### config.mk
export PLATFORM = sky130hd
export DESIGN_NAME = multicycle_controller_flat
export DESIGN_NICKNAME = d
export VERILOG_FILES = /design/src/rtl/multicycle_controller_if.sv /design/src/rtl/multicycle_controller.sv /design/src/flat_wrapper.sv
export SDC_FILE = /design/constraint.sdc
export NUM_CORES = 1
export LEC_CHECK = 0
export ABC_CLOCK_PERIOD_IN_PS = 2920
export BUFFER_PORTS_ARGS = -buffer_cell sky130_fd_sc_hd__buf_2
export CAP_MARGIN = 20
export CORE_MARGIN = 5
export CORE_UTILIZATION = 45
export CTS_BUF_LIST = sky130_fd_sc_hd__clkbuf_16
export DETAILED_ROUTE_END_ITERATION = 6
export GPL_ROUTABILITY_DRIVEN = 1
export PLACE_DENSITY = 0.78
export SLEW_MARGIN = 20
export SYNTH_ARGS = -nofsm -noshare
export SYNTH_HDL_FRONTEND = slang
export SYNTH_SLANG_ARGS = --single-unit
### constraint.sdc
create_clock -name clk -period 2.92 [get_ports clk]
set_input_delay 0.292 -clock clk [delete_from_list [all_inputs] [get_ports clk]]
set_output_delay 0.292 -clock clk [all_outputs]
set_load 0.02 [all_outputs]
### src/rtl/multicycle_controller_if.sv
// multicycle_controller_if: instruction-field inputs and datapath strobes of the multicycle controller.
// With ILLEGAL_TRAP_EN defined, the bundle also carries the illegal-opcode flag.
interface multicycle_controller_if;
    logic [6:0] op;
    logic [2:0] f3;
    logic       zero;
    logic       lt;
    logic       PC_write;
    logic       adr_src;
    logic       mem_write;
    logic       IR_write;
    logic       reg_write;
    logic [1:0] result_src;
    logic [1:0] ALU_src_A;
    logic [1:0] ALU_src_B;
    logic [1:0] ALU_op;
    logic [2:0] imm_src;
`ifdef ILLEGAL_TRAP_EN
    logic       illegal;
`endif
    modport master (
        input  op, f3, zero, lt,
        output PC_write, adr_src, mem_write, IR_write, reg_write,
               result_src, ALU_src_A, ALU_src_B, ALU_op, imm_src
`ifdef ILLEGAL_TRAP_EN
        , output illegal
`endif
    );
    modport slave (
        output op, f3, zero, lt,
        input  PC_write, adr_src, mem_write, IR_write, reg_write,
               result_src, ALU_src_A, ALU_src_B, ALU_op, imm_src
`ifdef ILLEGAL_TRAP_EN
        , input illegal
`endif
    );
endinterface

### src/rtl/multicycle_controller.sv
// multicycle_controller: main RV32I multi-cycle control FSM driving datapath selects and strobes.
// ILLEGAL_TRAP_EN adds a HALT state and the illegal flag for unknown opcodes.
module multicycle_controller (
    input logic clk,
    input logic rst,
    multicycle_controller_if.master bus
);
    localparam logic [6:0] OP_R      = 7'b0110011;
    localparam logic [6:0] OP_I      = 7'b0010011;
    localparam logic [6:0] OP_LOAD   = 7'b0000011;
    localparam logic [6:0] OP_STORE  = 7'b0100011;
    localparam logic [6:0] OP_BRANCH = 7'b1100011;
    localparam logic [6:0] OP_JAL    = 7'b1101111;
    localparam logic [6:0] OP_JALR   = 7'b1100111;
    localparam logic [6:0] OP_LUI    = 7'b0110111;
    typedef enum logic [3:0] {
        FETCH, DECODE, MEM_ADR, MEM_READ, MEM_WB, MEM_WRITE, EXEC_R, EXEC_I,
        ALU_WB, BRANCH, JAL, JALR, LUI
`ifdef ILLEGAL_TRAP_EN
        , HALT
`endif
    } state_t;
    typedef struct packed {
        logic       pc_write;
        logic       adr_src;
        logic       mem_write;
        logic       ir_write;
        logic       reg_write;
        logic [1:0] result_src;
        logic [1:0] src_a;
        logic [1:0] src_b;
        logic [1:0] alu_op;
        logic [2:0] imm_src;
    } ctrl_t;
    // FETCH selects with every write strobe suppressed, shown while rst is high
    localparam ctrl_t RST_CTRL = ctrl_t'(16'b0_0_0_0_0_10_00_10_00_000);
    function automatic ctrl_t ctrl_of(input state_t s, input logic [6:0] o);
        ctrl_t c;
        c = '0;
        case (s)
            FETCH:     begin c.pc_write = 1'b1; c.ir_write = 1'b1; c.src_b = 2'b10; c.result_src = 2'b10; end
            DECODE:    begin c.src_a = 2'b01; c.src_b = 2'b01; end
            MEM_ADR:   begin c.src_a = 2'b10; c.src_b = 2'b01; c.imm_src = (o == OP_STORE) ? 3'b001 : 3'b000; end
            MEM_READ:  c.adr_src = 1'b1;
            MEM_WB:    begin c.result_src = 2'b01; c.reg_write = 1'b1; end
            MEM_WRITE: begin c.adr_src = 1'b1; c.mem_write = 1'b1; end
            EXEC_R:    begin c.src_a = 2'b10; c.alu_op = 2'b10; end
            EXEC_I:    begin c.src_a = 2'b10; c.src_b = 2'b01; c.alu_op = 2'b11; end
            ALU_WB:    c.reg_write = 1'b1;
            BRANCH:    begin c.src_a = 2'b10; c.alu_op = 2'b01; end
            JALR:      begin c.src_a = 2'b10; c.src_b = 2'b01; end
            JAL:       begin c.pc_write = 1'b1; c.src_a = 2'b01; c.src_b = 2'b10; end
            LUI:       begin c.imm_src = 3'b100; c.result_src = 2'b11; c.reg_write = 1'b1; end
            default:   c = '0;
        endcase
        return c;
    endfunction
    state_t state, nxt;
    ctrl_t  q, c;
    logic   taken;
    always_comb begin
        nxt = FETCH;
        case (state)
            FETCH:   nxt = DECODE;
            DECODE:  nxt = (bus.op == OP_LOAD || bus.op == OP_STORE) ? MEM_ADR :
                           (bus.op == OP_R)      ? EXEC_R :
                           (bus.op == OP_I)      ? EXEC_I :
                           (bus.op == OP_BRANCH) ? BRANCH :
                           (bus.op == OP_JAL)    ? JAL :
                           (bus.op == OP_JALR)   ? JALR :
                           (bus.op == OP_LUI)    ? LUI :
`ifdef ILLEGAL_TRAP_EN
                           HALT;
`else
                           FETCH;
`endif
            MEM_ADR: nxt = (bus.op == OP_LOAD) ? MEM_READ : MEM_WRITE;
            MEM_READ: nxt = MEM_WB;
            EXEC_R, EXEC_I, JAL: nxt = ALU_WB;
            JALR:    nxt = JAL;
`ifdef ILLEGAL_TRAP_EN
            HALT:    nxt = HALT;
`endif
            default: nxt = FETCH;
        endcase
    end
    always_comb begin
        taken = (bus.f3 == 3'b000) ? bus.zero :
                (bus.f3 == 3'b001) ? !bus.zero :
                (bus.f3 == 3'b100) ? bus.lt :
                (bus.f3 == 3'b101) ? !bus.lt : 1'b0;
        c = q;
        // the instruction register loads on the FETCH edge, so DECODE's immediate type must follow op live
        if (state == DECODE) c.imm_src = (bus.op == OP_BRANCH) ? 3'b010 : (bus.op == OP_JAL) ? 3'b011 : 3'b000;
        if (state == BRANCH) c.pc_write = taken;
        if (rst) c = RST_CTRL;
    end
`ifdef ILLEGAL_TRAP_EN
    logic illegal_q;
    assign bus.illegal = illegal_q && !rst;
`endif
    always_ff @(posedge clk) begin
        if (rst) begin
            state <= FETCH;
            q <= ctrl_of(FETCH, bus.op);
`ifdef ILLEGAL_TRAP_EN
            illegal_q <= 1'b0;
`endif
        end else begin
            state <= nxt;
            q <= ctrl_of(nxt, bus.op);
`ifdef ILLEGAL_TRAP_EN
            illegal_q <= (nxt == HALT);
`endif
        end
    end
    assign bus.PC_write   = c.pc_write;
    assign bus.adr_src    = c.adr_src;
    assign bus.mem_write  = c.mem_write;
    assign bus.IR_write   = c.ir_write;
    assign bus.reg_write  = c.reg_write;
    assign bus.result_src = c.result_src;
    assign bus.ALU_src_A  = c.src_a;
    assign bus.ALU_src_B  = c.src_b;
    assign bus.ALU_op     = c.alu_op;
    assign bus.imm_src    = c.imm_src;
endmodule
### src/flat_wrapper.sv
// flat-port wrapper written by rule: the top's interface ports become plain ports
module multicycle_controller_flat 
  (clk, rst, bus_op, bus_f3, bus_zero, bus_lt, bus_PC_write, bus_adr_src, bus_mem_write, bus_IR_write, bus_reg_write, bus_result_src, bus_ALU_src_A, bus_ALU_src_B, bus_ALU_op, bus_imm_src);
  multicycle_controller_if bus_i ();
  input logic clk;
  input logic rst;
  input wire logic [$bits(bus_i.op)-1:0] bus_op;
  input wire logic [$bits(bus_i.f3)-1:0] bus_f3;
  input wire logic [$bits(bus_i.zero)-1:0] bus_zero;
  input wire logic [$bits(bus_i.lt)-1:0] bus_lt;
  output wire logic [$bits(bus_i.PC_write)-1:0] bus_PC_write;
  output wire logic [$bits(bus_i.adr_src)-1:0] bus_adr_src;
  output wire logic [$bits(bus_i.mem_write)-1:0] bus_mem_write;
  output wire logic [$bits(bus_i.IR_write)-1:0] bus_IR_write;
  output wire logic [$bits(bus_i.reg_write)-1:0] bus_reg_write;
  output wire logic [$bits(bus_i.result_src)-1:0] bus_result_src;
  output wire logic [$bits(bus_i.ALU_src_A)-1:0] bus_ALU_src_A;
  output wire logic [$bits(bus_i.ALU_src_B)-1:0] bus_ALU_src_B;
  output wire logic [$bits(bus_i.ALU_op)-1:0] bus_ALU_op;
  output wire logic [$bits(bus_i.imm_src)-1:0] bus_imm_src;
  assign bus_i.op = bus_op;
  assign bus_i.f3 = bus_f3;
  assign bus_i.zero = bus_zero;
  assign bus_i.lt = bus_lt;
  assign bus_PC_write = bus_i.PC_write;
  assign bus_adr_src = bus_i.adr_src;
  assign bus_mem_write = bus_i.mem_write;
  assign bus_IR_write = bus_i.IR_write;
  assign bus_reg_write = bus_i.reg_write;
  assign bus_result_src = bus_i.result_src;
  assign bus_ALU_src_A = bus_i.ALU_src_A;
  assign bus_ALU_src_B = bus_i.ALU_src_B;
  assign bus_ALU_op = bus_i.ALU_op;
  assign bus_imm_src = bus_i.imm_src;
  multicycle_controller u_core (.clk(clk), .rst(rst), .bus(bus_i));
endmodule
# [Word level (Yosys, flattened, before mapping)]
# Cells that the tools add are included.
# W data, S select, Z words.
[op_classes] addsub=0 n_mul=0 div_mod_pow=0 magnitude_cmp=0 n_eq_ne=31 n_shift=0 muxes=29 bitwise_logic=0 reduce_logical=13
[ops] op="$eq A4 B4 Y1 const B" n=8
[ops] op="$mux W4" n=7
[ops] op="$eq A4 B3 Y1 const B" n=6
[ops] op="$pmux W4 S6" n=1
[ops] op="$eq A7 B6 Y1 const B" n=3
[ops] op="$eq A7 B7 Y1 const B" n=3
[ops] op="$eq A4 B2 Y1 const B" n=4
[ops] op="$mux W16" n=1
[ops] op="$pmux W2 S3" n=2
[ops] op="$mux W1" n=11
[ops] op="$mux W3" n=3
[ops] op="$eq A4 B1 Y1 const B" n=2
[ops] op="$logic_not A4 Y1" n=2
[ops] op="$pmux W2 S2" n=2
[ops] op="$eq A7 B2 Y1 const B" n=1
[ops] op="$eq A7 B5 Y1 const B" n=1
[ops] op="$eq A3 B3 Y1 const B" n=2
[ops] op="$pmux W3 S2" n=1
[ops] op="$reduce_or A2 Y1" n=3
[ops] op="$reduce_or A3 Y1" n=2
[ops] op="$reduce_or A5 Y1" n=1
[ops] op="$reduce_or A4 Y1" n=1
[ops] op="$eq A3 B1 Y1 const B" n=1
[ops] op="$logic_not A3 Y1" n=1
[ops] op="other kinds (3)" n=4
[word_totals] regBits=20 latchBits=0 ram_bits=0 mem_bits_ro=0 inputBits=14 out_inout_bits=16 elab_cells=84 memories=0

# [Longest topological paths before layout]
[depth] word_depth=12 mapped_depth=7 ltp_nobuf=5

# [Least setup slack after synthesis]
# OpenSTA, ideal clock, no wires.
[synth_timing] kind="flip-flop to output port" startpoint="register u_core.state[2]" endpoint="output bus_imm_src[1]" arrival_ns=1.860 required_ns=2.628 path_slack_ns=0.768 path_stages_with_launch=6 path_buffers=1 cell_sequence="dfxtp_1 > or2_1 > clkbuf_1 > nor3b_2 > nand2_1 > nor4_1"
[synth_via] elab_chain_cells=3
[synth_rtl] item="start: declaration" line="multicycle_controller.sv:58" source="state_t state, nxt;"
[synth_rtl] item="start signal: assignment" line="multicycle_controller.sv:110" source="state <= nxt;"
[synth_rtl] item="$eq A4 B1 Y1" line="multicycle_controller.sv:94" source="if (state == DECODE) c.imm_src = (bus.op == OP_BRANCH) ? 3'b010 : (bus.op == OP_JAL) ? 3'b011 : 3'b000;"
[synth_rtl] item="$mux W3" line="multicycle_controller.sv:94"
[synth_rtl] item="$mux W16" line="multicycle_controller.sv:96" source="if (rst) c = RST_CTRL;"
[synth_rtl] item="end: declaration" line="flat_wrapper.sv:20" source="output wire logic [$bits(bus_i.imm_src)-1:0] bus_imm_src;"
# Every way passes these cells.

# [Final worst setup path]
[layout_timing] startpoint="register u_core.state[1]" endpoint="register u_core.q[15] (netlist bit)"
[layout_via] elab_chain_cells=6 word_cells_on_any_way=14 cone_classes="eq/ne: 8; mux: 2; reduce/logical: 4"
[layout_rtl] item="$eq A4 B3 Y1 / $eq A4 B4 Y1 (equally long branches)" line="multicycle_controller.sv:63" source="case (state)"
[layout_rtl] item="$reduce_or A3 Y1" line="multicycle_controller.sv:63"
[layout_rtl] item="$pmux W4 S6 (*)" line="multicycle_controller.sv:63"
[layout_rtl] item="$eq A4 B4 Y1 / $logic_not A4 Y1 (equally long branches)" line="multicycle_controller.sv:40" source="case (s)"
[layout_rtl] item="$reduce_or A2 Y1 (no source line) (*)"
[layout_rtl] item="$mux W1 (*)" line="multicycle_controller.sv:40"
[layout_rtl] item="end signal: assignment" line="multicycle_controller.sv:105" source="q <= ctrl_of(FETCH, bus.op);"
[layout_rtl] item="end signal: assignment" line="multicycle_controller.sv:111" source="q <= ctrl_of(nxt, bus.op);"
[layout_rtl] item="end: declaration" line="multicycle_controller.sv:59" source="ctrl_t q, c;"
# Mark *: on every way between the ends. The rest lies on a longest branch, timed or not.
# A chain may end at the register's enable or synchronous reset.

==> flow_summary.json <==
{
  "antennaDiodeCount": 0,
  "dp_cells": 176,
  "grt_overflow_total": 0,
  "synthTopCellsByArea": "dfxtp_1 (33%), nor2b_1 (5.4%), nor2_1 (3.6%)",
  "area_growth_pct": 18.78,
  "crit_start": "u_core.state[1]$_SDFF_PP0_",
  "synth_area_mm2": 0.001152,
  "cts_buffers": 3,
  "path_class": "flop to flop",
  "crit_fanout": 10,
  "dp_hpwl_um": 1909,
  "rsz0062_at_grt": "no",
  "timing.critical_path.to": "u_core.q[15]$_SDFF_PP1_",
  "drive_above_1_share_pct": 34.67,
  "start_util_pct": 46.94,
  "cts_setup_buffers": 0,
  "clock.fmax_mhz": 436.5,
  "n_fill_cell": 227,
  "fp.dieH_um": 60.61,
  "finalHoldViolCount": 0,
  "slew_violations": 0,
  "grt_busiest_layer": "met2",
  "avgSynthCellArea_um2": 9.219,
  "status": "complete, no violations",
  "period_share_pct": 78.46,
  "gp_congestion": 0.8675,
  "grt_util_met3_pct": 3.191,
  "r2r.worst_path.cells": 5,
  "synthCells": 125,
  "vias": 1017,
  "worstPathRequired_ns": 3.06,
  "cts_buffer_depth": 2,
  "critPathCaptureType": "flop",
  "core_mm2": 0.002455,
  "insertion_delay_ns": 0.25,
  "p_total_w": 0.0006467,
  "clkTransAtPathRegs_ns": 0.05,
  "cts-resized-gates": 0,
  "die_w_um": 60.61,
  "ir_worst_vdd_v": 0.0003380,
  "hp-class": "primary input to flop",
  "reg2reg_setup_slack_ns": 0.63,
  "ios": 30,
  "cts_tree": "built",
  "routed_via_density": 5.650,
  "die_area_mm2": 0.003673,
  "arrival_ns": 2.43,
  "track_usage_pct": 15.84,
  "routedWlPerCell_um": 14.79,
  "start_kind": "flop",
  "synth.distinct_cells": 53,
  "clock-sinks": 19,
  "drtIter0Drc": 40,
  "cts_root_buf": "clkbuf_16",
  "ys_ff_latch": 19,
  "grtUsageMet2_pct": 26.56,
  "reg2reg_to": "u_core.q[15]$_SDFF_PP1_",
  "fin_nets": 165,
  "tightest_slew_ns": 0.6765,
  "antenna_found_initial": 0,
  "first_global_vias": 986,
  "maxCapViolCount": 0,
  "relSlewSlack_pct": 54.90,
  "grt_max_degree": 34,
  "htree_levels": 1,
  "final_cells": 180,
  "netlist.area_leader.share_pct": 33.01,
  "p_leak_nw": 0.5599,
  "grt_pass1_wl_um": 4416,
  "post-synth-top-area-cell": "dfxtp_1",
  "period_needed_ns": 2.291,
  "yosysSeqAreaShare_pct": 33.01,
  "setup_viol": 0,
  "ant_nets": 0,
  "synth_nets": 139,
  "yosys_warnings": 0,
  "setup_tns_ns": 0,
  "first_pass_iters": 4,
  "cts_hold_buf": 0,
  "clock_skew_ns": 0.001548,
  "wl_um": 2663,
  "use_met1_pct": 20.18,
  "cellPowerDensity_mw_per_mm2": 472.5,
  "route.detailed.drc": 0,
  "core.rowCount": 18,
  "r2r-start": "u_core.state[1]$_SDFF_PP0_",
  "portBuffers": 29
}
[Yosys cell counts, drive strengths merged]
library cell  number
o22ai              2
a22o               1
nor4b              1
a31o               2
mux2i              1
o21bai             1
nor2              12
or4                1
or2                6
nor3b              4
o21ba              1
nor4               2
o21ai              2
a41oi              3
o21a               1
nand4b             1
inv                3
a32oi              2
buf                3
nand4              2
o41ai              1
and3b              1
nand3b             1
xnor2              2
a21oi              3
xor2               3
dfxtp             19
or4b               1
nor3               5
a32o               1
nand2b             2
nand2              7
nor2b             10
a2111oi            1
and2               1
a211oi             1
nor4bb             1
or3b               1
and3               2
a22oi              1
or3                3
o2bb2a             1
and4b              1
clkbuf             5
[metal layers]
metal	vias to the layer above	routed length, um
li1	509	-
met1	457	1136
met2	44	1272
met3	7	201
met4	0	53
met5	-	0
[placed cells by master (no fill, tap or decap), drive strengths merged, types with 2 or more instances in the layout]
cell type	synthesis	layout
buf	3	29
dfxtp	19	19
nor2	12	12
nor2b	10	10
nand2	7	7
or2	6	6
nor3	5	5
nor3b	4	4
xor2	3	3
a21oi	3	3
inv	3	3
or3	3	3
clkbuf	5	3
a41oi	3	3
and3	2	2
nand2b	2	2
nor4	2	2
nand4	2	2
xnor2	2	2
a31o	2	2
o22ai	2	2
a32oi	2	2
o21ai	2	2
[worst max-delay path: stages (launching register included)]
cell and delay (ns):
dfxtp_1 0.57, or3b_1 0.41, or4_4 0.55, a22o_4 0.27, xnor2_1 0.14, a31o_1 0.24
[registers in the layout (all words and copies together), names as in the netlist]
name and cells:
u_core.q 15, u_core.state 4
[worst min-delay path by stage]
| stage | startpoint | endpoint | slack, ns | cells past startpoint |
|---|---|---|---|---|
| floorplan | rst | u_core.state[2]$_SDFF_PP0_ | 0.36 | 1 |
| global placement | bus_op[4] | u_core.q[0]$_SDFF_PP0_ | 0.54 | 2 |
| detailed placement | bus_op[4] | u_core.q[0]$_SDFF_PP0_ | 0.55 | 2 |
| CTS | bus_op[4] | u_core.q[0]$_SDFF_PP0_ | 0.28 | 2 |
| global route | bus_op[4] | u_core.q[0]$_SDFF_PP0_ | 0.31 | 2 |
| finish | bus_op[4] | u_core.q[0]$_SDFF_PP0_ | 0.29 | 2 |
[power by group]
part / switching (W) / internal (W) / leakage, nW
Combinational: 0.0000546 / 0.0000359 / 0.364
Sequential: 0.00000504 / 0.000268 / 0.155
Clock: 0.0000992 / 0.000184 / 0.0409
Total: 0.000159 / 0.000488 / 0.560
[area by class of cell]
cell class,instances,area (um^2),area share [%]
Multi-Input combinational cell,95,714.4,52.19
Clock inverter,1,5.005,0.3656
Clock buffer,3,75.07,5.484
Timing Repair Buffer,29,145.1,10.60
Tap cell,30,37.54,2.742
Sequential cell,19,380.4,27.79
Inverter,3,11.26,0.8227
[per-stage QoR]
stage                     util, %  hold WS (ns)  instance area [um^2]  worst slack, ns
after CTS                   55.76        0.2833                  1369           0.6399
after detailed placement    52.50        0.5488                  1289           0.6676
after global routing        55.76        0.3052                  1369           0.5088
after floorplan                 -        0.3630                  1152           0.7679
final                       55.76        0.2903                  1369           0.6289
after global placement      52.50        0.5423                  1289           0.6647
[logic make-up (layout without fill, tap and decap cells)]
kind of cell,after synthesis,after routing,share of synthesized area [%]
xor gates and xnor gates,5,5,3.801
AOI/OAI and AO/OA,24,24,22.26
and+or+nand+nor,65,65,35.07
DFF,19,19,33.01
muxes,1,1,0.8687
buffers and inverters,11,36,4.994
Power figures use the tool's default switching activity.
